$ cat src/rtl/mips_multicycle_ctrl.sv
// -----------------------------------------------------------------------------
// mips_multicycle_ctrl
//
// Control FSM for a multi-cycle MIPS datapath. It sequences the shared memory
// port, the ALU, the register file and the PC for R-type, addi, li, lw, sw,
// j and beq. Control strobes are Moore outputs decoded from the current
// state. The exceptions are IRWrite/PCWrite in FETCH, which follow mem_ready,
// and pc_en, which folds in the ALU Zero flag.
//
// Memory states (FETCH, MEM_READ, MEM_WRITE) stall on mem_ready. If a memory
// state waits too long, or DECODE sees an unknown opcode, the FSM parks in
// TRAP with a sticky error code until reset.
//
// Optional feature: define BNE_EN to add the bne opcode (000101) and the BNE
// state (14). When BNE_EN is not defined, bne is an illegal opcode.
//
// Parameters:
//   WAIT_MAX  : longest run of mem_ready=0 cycles a memory state tolerates
//               before trapping (1..255)
//   CNT_W     : width of the retired-instruction counter
//
// Ports:
//   clk, reset           : clock, synchronous active-high reset
//   opcode[5:0]          : IR[31:26]
//   Zero                 : ALU zero flag
//   mem_ready            : memory finishes the current access this cycle
//   PCWrite/PCWriteCond  : unconditional / conditional PC load
//   pc_en                : final PC load enable
//   IorD, MemRead, MemWrite, IRWrite, RegWrite, RegDst, MemtoReg, ALUSrcA,
//   ALUSrcB[1:0], ALUOp[1:0], PCSource[1:0] : datapath controls
//   state[3:0]           : current state encoding
//   err, err_code[1:0]   : sticky trap flag / cause (01 illegal, 10 timeout)
//   instr_count[CNT_W-1:0] : retired instructions (wraps)
// -----------------------------------------------------------------------------
module mips_multicycle_ctrl #(
  parameter int WAIT_MAX = 15,
  parameter int CNT_W    = 32
) (
  input  logic             clk,
  input  logic             reset,
  input  logic [5:0]       opcode,
  input  logic             Zero,
  input  logic             mem_ready,
  output logic             PCWrite,
  output logic             PCWriteCond,
  output logic             pc_en,
  output logic             IorD,
  output logic             MemRead,
  output logic             MemWrite,
  output logic             IRWrite,
  output logic             RegWrite,
  output logic             RegDst,
  output logic             MemtoReg,
  output logic             ALUSrcA,
  output logic [1:0]       ALUSrcB,
  output logic [1:0]       ALUOp,
  output logic [1:0]       PCSource,
  output logic [3:0]       state,
  output logic             err,
  output logic [1:0]       err_code,
  output logic [CNT_W-1:0] instr_count
);

  localparam logic [3:0] S_IDLE      = 4'd0;
  localparam logic [3:0] S_FETCH     = 4'd1;
  localparam logic [3:0] S_DECODE    = 4'd2;
  localparam logic [3:0] S_MEM_ADDR  = 4'd3;
  localparam logic [3:0] S_MEM_READ  = 4'd4;
  localparam logic [3:0] S_MEM_WB    = 4'd5;
  localparam logic [3:0] S_MEM_WRITE = 4'd6;
  localparam logic [3:0] S_R_EXEC    = 4'd7;
  localparam logic [3:0] S_R_WB      = 4'd8;
  localparam logic [3:0] S_BRANCH    = 4'd9;
  localparam logic [3:0] S_JUMP      = 4'd10;
  localparam logic [3:0] S_ADDI_EXEC = 4'd11;
  localparam logic [3:0] S_ADDI_WB   = 4'd12;
  localparam logic [3:0] S_TRAP      = 4'd13;
`ifdef BNE_EN
  localparam logic [3:0] S_BNE       = 4'd14;
`endif

  localparam logic [5:0] OP_RTYPE = 6'b000000;
  localparam logic [5:0] OP_ADDI  = 6'b001000;
  localparam logic [5:0] OP_LI    = 6'b100111;
  localparam logic [5:0] OP_LW    = 6'b100011;
  localparam logic [5:0] OP_SW    = 6'b101011;
  localparam logic [5:0] OP_J     = 6'b000010;
  localparam logic [5:0] OP_BEQ   = 6'b000100;
`ifdef BNE_EN
  localparam logic [5:0] OP_BNE   = 6'b000101;
`endif

  localparam logic [1:0] ERR_ILLEGAL = 2'b01;
  localparam logic [1:0] ERR_TIMEOUT = 2'b10;

  logic [3:0]       state_q, state_d;
  logic [7:0]       wait_q, wait_d;
  logic             err_q, err_d;
  logic [1:0]       err_code_q, err_code_d;
  logic [CNT_W-1:0] instr_count_q, instr_count_d;

  logic mem_state;
  logic mem_stall;
  logic mem_timeout;
  logic retire;

  // ---------------------------------------------------------------------------
  // State register
  // ---------------------------------------------------------------------------
  always_ff @(posedge clk) begin
    if (reset) begin
      state_q       <= S_IDLE;
      wait_q        <= '0;
      err_q         <= 1'b0;
      err_code_q    <= 2'b00;
      instr_count_q <= '0;
    end else begin
      state_q       <= state_d;
      wait_q        <= wait_d;
      err_q         <= err_d;
      err_code_q    <= err_code_d;
      instr_count_q <= instr_count_d;
    end
  end

  // ---------------------------------------------------------------------------
  // Next-state logic
  // ---------------------------------------------------------------------------
  // The wait counter only runs while a memory state is stalled. Every way out
  // of a memory state either completes (mem_ready=1) or traps, so the counter
  // is already zero whenever a memory state is entered.
  assign mem_state   = (state_q == S_FETCH) || (state_q == S_MEM_READ) ||
                       (state_q == S_MEM_WRITE);
  assign mem_stall   = mem_state && !mem_ready;
  assign mem_timeout = mem_stall && (wait_q == 8'(WAIT_MAX));

  always_comb begin
    state_d    = state_q;
    err_code_d = err_code_q;
    wait_d     = (mem_stall && !mem_timeout) ? 8'(wait_q + 8'd1) : 8'd0;

    case (state_q)
      S_IDLE:   state_d = S_FETCH;
      S_FETCH: begin
        if (mem_ready)        state_d = S_DECODE;
        else if (mem_timeout) begin
          state_d    = S_TRAP;
          err_code_d = ERR_TIMEOUT;
        end
      end
      S_DECODE: begin
        case (opcode)
          OP_RTYPE:       state_d = S_R_EXEC;
          OP_ADDI, OP_LI: state_d = S_ADDI_EXEC;
          OP_LW, OP_SW:   state_d = S_MEM_ADDR;
          OP_J:           state_d = S_JUMP;
          OP_BEQ:         state_d = S_BRANCH;
`ifdef BNE_EN
          OP_BNE:         state_d = S_BNE;
`endif
          default: begin
            state_d    = S_TRAP;
            err_code_d = ERR_ILLEGAL;
          end
        endcase
      end
      // The IR still holds the instruction, so the opcode picks lw or sw here.
      S_MEM_ADDR: state_d = (opcode == OP_LW) ? S_MEM_READ : S_MEM_WRITE;
      S_MEM_READ: begin
        if (mem_ready)        state_d = S_MEM_WB;
        else if (mem_timeout) begin
          state_d    = S_TRAP;
          err_code_d = ERR_TIMEOUT;
        end
      end
      S_MEM_WB:  state_d = S_FETCH;
      S_MEM_WRITE: begin
        if (mem_ready)        state_d = S_FETCH;
        else if (mem_timeout) begin
          state_d    = S_TRAP;
          err_code_d = ERR_TIMEOUT;
        end
      end
      S_R_EXEC:    state_d = S_R_WB;
      S_R_WB:      state_d = S_FETCH;
      S_BRANCH:    state_d = S_FETCH;
      S_JUMP:      state_d = S_FETCH;
      S_ADDI_EXEC: state_d = S_ADDI_WB;
      S_ADDI_WB:   state_d = S_FETCH;
`ifdef BNE_EN
      S_BNE:       state_d = S_FETCH;
`endif
      S_TRAP:      state_d = S_TRAP;
      default: begin
        state_d    = S_TRAP;
        err_code_d = ERR_ILLEGAL;
      end
    endcase

    err_d = err_q || (state_d == S_TRAP);
  end

  // An instruction retires when a completing state hands back to FETCH. A
  // trap never reaches FETCH, so it never counts.
  always_comb begin
    retire = 1'b0;
    if (state_d == S_FETCH) begin
      case (state_q)
        S_MEM_WB, S_MEM_WRITE, S_R_WB, S_BRANCH, S_JUMP, S_ADDI_WB: retire = 1'b1;
`ifdef BNE_EN
        S_BNE: retire = 1'b1;
`endif
        default: retire = 1'b0;
      endcase
    end
    instr_count_d = instr_count_q + CNT_W'(retire);
  end

  // ---------------------------------------------------------------------------
  // Output decode
  // ---------------------------------------------------------------------------
  // Strobes are forced low while reset is high. An instruction that is
  // interrupted by reset then stops driving the datapath in that same cycle.
  always_comb begin
    PCWrite     = 1'b0;
    PCWriteCond = 1'b0;
    pc_en       = 1'b0;
    IorD        = 1'b0;
    MemRead     = 1'b0;
    MemWrite    = 1'b0;
    IRWrite     = 1'b0;
    RegWrite    = 1'b0;
    RegDst      = 1'b0;
    MemtoReg    = 1'b0;
    ALUSrcA     = 1'b0;
    ALUSrcB     = 2'b00;
    ALUOp       = 2'b00;
    PCSource    = 2'b00;
    if (!reset) begin
      case (state_q)
        S_FETCH: begin
          MemRead = 1'b1;
          ALUSrcB = 2'b01;
          IRWrite = mem_ready;
          PCWrite = mem_ready;
        end
        S_DECODE:    ALUSrcB = 2'b11;
        S_MEM_ADDR: begin
          ALUSrcA = 1'b1;
          ALUSrcB = 2'b10;
        end
        S_MEM_READ: begin
          MemRead = 1'b1;
          IorD    = 1'b1;
        end
        S_MEM_WB: begin
          RegWrite = 1'b1;
          MemtoReg = 1'b1;
        end
        S_MEM_WRITE: begin
          MemWrite = 1'b1;
          IorD     = 1'b1;
        end
        S_R_EXEC: begin
          ALUSrcA = 1'b1;
          ALUOp   = 2'b10;
        end
        S_R_WB: begin
          RegWrite = 1'b1;
          RegDst   = 1'b1;
        end
`ifdef BNE_EN
        S_BRANCH, S_BNE: begin
`else
        S_BRANCH: begin
`endif
          ALUSrcA     = 1'b1;
          ALUOp       = 2'b01;
          PCSource    = 2'b01;
          PCWriteCond = 1'b1;
        end
        S_JUMP: begin
          PCWrite  = 1'b1;
          PCSource = 2'b10;
        end
        S_ADDI_EXEC: begin
          ALUSrcA = 1'b1;
          ALUSrcB = 2'b10;
        end
        S_ADDI_WB:   RegWrite = 1'b1;
        default: ;
      endcase
    end

`ifdef BNE_EN
    // bne takes the branch on a non-zero compare.
    if (state_q == S_BNE) pc_en = PCWrite | (PCWriteCond & ~Zero);
    else                  pc_en = PCWrite | (PCWriteCond & Zero);
`else
    pc_en = PCWrite | (PCWriteCond & Zero);
`endif
  end

  assign state       = state_q;
  assign err         = err_q;
  assign err_code    = err_code_q;
  assign instr_count = instr_count_q;

endmodule

$ cat config.mk
export PLATFORM = sky130hd
export DESIGN_NAME = mips_multicycle_ctrl
export DESIGN_NICKNAME = d
export VERILOG_FILES = /design/src/rtl/mips_multicycle_ctrl.sv
export SDC_FILE = /design/constraint.sdc
export NUM_CORES = 1
export LEC_CHECK = 0
export ABC_AREA = 1
export CAP_MARGIN = 15
export CORE_UTILIZATION = 45
export DETAILED_ROUTE_END_ITERATION = 6
export PLACE_DENSITY_LB_ADDON = 0.1
export SETUP_SLACK_MARGIN = 0.1
export SLEW_MARGIN = 10
export SYNTH_ARGS = -nofsm -noshare
export SYNTH_HDL_FRONTEND = slang
export SYNTH_SLANG_ARGS = --single-unit
export TNS_END_PERCENT = 30
$ cat constraint.sdc
create_clock -name clk -period 3.3 [get_ports clk]
set_input_delay 0.33 -clock clk [delete_from_list [all_inputs] [get_ports clk]]
set_output_delay 0.33 -clock clk [all_outputs]
set_load 0.01 [all_outputs]
==> results of run 1 <==
-- power by group through the flow --
| stage | Sequential, mW | Clock [mW] | Combinational (mW) |
|---|---|---|---|
| 2_1_floorplan | 0.645 | 0 | 0.269 |
| 3_3_place_gp | 0.641 | 0 | 0.441 |
| 3_5_place_dp | 0.641 | 0 | 0.445 |
| 4_1_cts | 0.628 | 0.427 | 0.449 |
| 5_1_grt | 0.633 | 0.445 | 0.501 |
| 6_report | 0.628 | 0.422 | 0.451 |
-- metal layers --
layer  wire length (um)  track usage [%]  vias to the layer above
li1                   -                -                     1555
met1               3570             31.2                     1295
met5                  0                0                        -
met3                436             4.61                        8
met4                 91             5.36                        0
met2               3040             34.7                       87
-- stage by stage --
step           total power, mW  cells
6_report                  1.50    590
5_1_grt                   1.58    590
4_1_cts                   1.50    590
3_5_place_dp              1.09    583
3_3_place_gp              1.08    583
2_1_floorplan            0.914    447
-- cells in the final DEF (no fill, tap or decap), drive strengths merged, types with 5 or more instances in the layout --
| cell | instances |
|---|---|
| nand2 | 103 |
| dfxtp | 47 |
| clkdlybuf4s50 | 65 |
| o21ai | 15 |
| nor2 | 94 |
| a21oi | 31 |
| xor2 | 6 |
| or2 | 7 |
| clkbuf | 5 |
| nor3 | 19 |
| nand3 | 28 |
| nand4 | 10 |
| inv | 62 |
-- worst max-delay path: cells and delay by family --
kind	cells	cell delay, ns
adder cells (fa/ha/maj)	2	0.38
AND/OR/NAND/NOR	15	1.72
buffers and inverters	2	0.55
AO/OA/AOI/OAI	1	0.13
-- worst paths after layout --
check / depth (start not counted) / endpoint / slack [ns] / startpoint
max: 20 / instr_count[16] / 0.39 / opcode[5]
min: 1 / wait_q[0] / 0.46 / wait_q[0]
max reg2reg: 19 / instr_count[16] / 0.43 / state[2]
min reg2reg: 1 / wait_q[0] / 0.46 / wait_q[0]
-- cells by family (layout without fill, tap and decap cells) --
kind of cell	count (synthesis)	count (layout)	share of synthesized area, %
simple gates	267	267	44.0
flops	47	47	33.2
xor+xnor	7	7	2.16
buf+inv	71	139	9.66
compound gates	52	52	9.62
fa+ha+maj	3	3	1.32
-- repair_timing --
item | CTS | global route
setup buffers | 0 | 0
gates resized for setup | 0 | 3
hold buffers | 0 | 0
setup endpoints to repair | 0 | 4
-- final cells by class --
cell class	instances	area, sq um
Sequential cell	47	941
Timing Repair Buffer	69	681
Tap cell	75	93.8
Inverter	63	236
Clock inverter	2	37.5
Multi-Input combinational cell	329	1630
Fill cell	582	2300
Clock buffer	5	68.8
-- state kept, by name (all words and copies together), names as in the netlist --
signal       flops
err              1
instr_count     32
wait_q           8
err_code         2
state            4
==> run_results.csv, run 1 <==
group,metric,value,unit
sta,finalSetupViolations,0,
logic_synthesis,seq_area_frac_synth,33.2,%
worst_setup_path,slowest_stage,"clkdlybuf4s50_1",
logic_synthesis,synth_area_leader_cell,"dfxtp_1",
logic_synthesis,yosysWarnings,0,
cells_and_area,utilization,61.6,%
floorplan,core_region_area,0.00599,sq mm
logic_synthesis,synth_area_leaders,"dfxtp_1 (33%), nand2_1 (13%), nor2_1 (11%)",
grt,antenna_found_initial,0,
power_and_ir_drop,cellInternalPower,1.00,mW
worst_setup_path,cp_data_arrival_time,3.11,ns
floorplan,start_util,47.3,%
sta,fmax,0.344,GHz
grt,grt_overflow_total,0,
floorplan,die_h,81.4,um
sta,hold_violations,0,
worst_setup_path,path_cells,"clkdlybuf4s50_1 > inv_1 > nor2_2 > nand3_1 > nand3_1 > nor2_1 > nand2_1 > nand3_1 > nor3_2 > ha_1 > ha_1 > nand2_1 > nor2_2 > nand3_2 > nor2_1 > nand2_1 > nor2_4 > nand2_1 > o21ai_1 > nor2_1",
clock_network,cts-root-buf,"clkbuf_8",
power_and_ir_drop,p_switching,0.501,mW
routing,viasPerCell,4.99,
power_and_ir_drop,p_per_area,407,mW/mm^2
cells_and_area,layout-drive-gt1-share,8.74,%
power_and_ir_drop,p_comb_share,30.0,%
placement,place_area,0.00357,sq mm
floorplan,dieWidth,81.4,um
clock_network,clock-sinks,47,
logic_synthesis,synthCells,447,
logic_synthesis,ys_ff_latch,47,
routing,num_vias,2945,
placement,dp_hpwl,5510,um
sta,hold_slack,0.456,ns
placement,place_ws,-0.0290,ns
cells_and_area,diodes,0,
sta,setup_ws,0.390,ns
logic_synthesis,synth_nets,460,
clock_network,cts_tree,"yes",
logic_synthesis,synthArstFlopShare,0,%
routing,wl_per_cell,12.1,um
worst_setup_path,crit_path_max_fanout,7,
worst_setup_path,worstSetupStartpointType,"input pin",
cells_and_area,fin_area,0.00369,sq mm
placement,portBuffers,65,
clock_network,numCtsBuffers,5,
power_and_ir_drop,p_leak,1.45,nW
routing,antenna_left,0,
logic_synthesis,syn_area,0.00284,sq mm
worst_setup_path,crit_path_frequent_cell,"nand2_1",
clock_network,htreeDepth,2,
clock_network,path_clk_slew,0.09,ns
power_and_ir_drop,p_seq_share,41.8,%
power_and_ir_drop,switching_share,33.4,%
sta,rsz0062_at_grt,"false",
floorplan,die_area,0.00662,sq mm
routing,wirelength,7140,um
routing,firstDrtPassIters,4,
grt,grt_max_degree,27,
grt,grt_pass1_vias,2621,
sta,finalMaxSlewViolations,0,
logic_synthesis,syn_area_per_cell,6.34,sq um
sta,skew,0.00654,ns
sta,period_needed,2.91,ns
sta,slew_headroom,64.5,%
sta,setup_tns,0,ns
floorplan,ios,66,
worst_setup_path,endpoint_kind,"flip-flop",
power_and_ir_drop,peakVddDrop,0.311,mV
logic_synthesis,synth.distinct_cells,37,
logic_synthesis,synth-edff-count,0,
job,cap_violations,0,
logic_synthesis,synthTopCellsByCount,"nand2_1 (96), nor2_1 (85), inv_1 (57)",
outcome,outcome,"completed",
clock_network,insertion_delay,0.30,ns
sta,tightest_slew,0.531,ns
power_and_ir_drop,pwr-share-clk,28.1,%
routing,drt_iter0_drc,110,
logic_synthesis,synth_top_area_share,33.2,%
worst_setup_path,critPathRequiredTime,3.50,ns
placement,gp_congestion,0.895,
sta,final.period_utilization,88.2,%
cells_and_area,syn_to_final_growth,30.1,%
clock_network,clockBufferDepth,2,
worst_setup_path,path_class,"input pin to flip-flop",
logic_synthesis,synth.most_common_cell,"nand2_1",
cells_and_area,final_nets,528,
worst_setup_path,cpPeakStageDelay,0.49,ns
routing,drcViolationCount,0,
logic_synthesis,synth-main-ff-cell,"dfxtp_1",
min_path,hold_path.class,"flip-flop to flip-flop",
grt,grt_pass1_wl,11500,um
floorplan,rows,28,
grt,grt_use_total,22.3,%
No activity file was read; power rests on OpenSTA's default activity.
==> run 2: changes to the inputs <==
--- a/config.mk
+++ b/config.mk
@@ -8,6 +8,7 @@
 export ABC_AREA = 1
 export CAP_MARGIN = 15
 export CORE_UTILIZATION = 45
+export CTS_CLUSTER_DIAMETER = 30
 export DETAILED_ROUTE_END_ITERATION = 6
 export PLACE_DENSITY_LB_ADDON = 0.1
 export SETUP_SLACK_MARGIN = 0.1
==> results of run 2 <==
Final layout, timing and power as in run 1 (identical DEF).
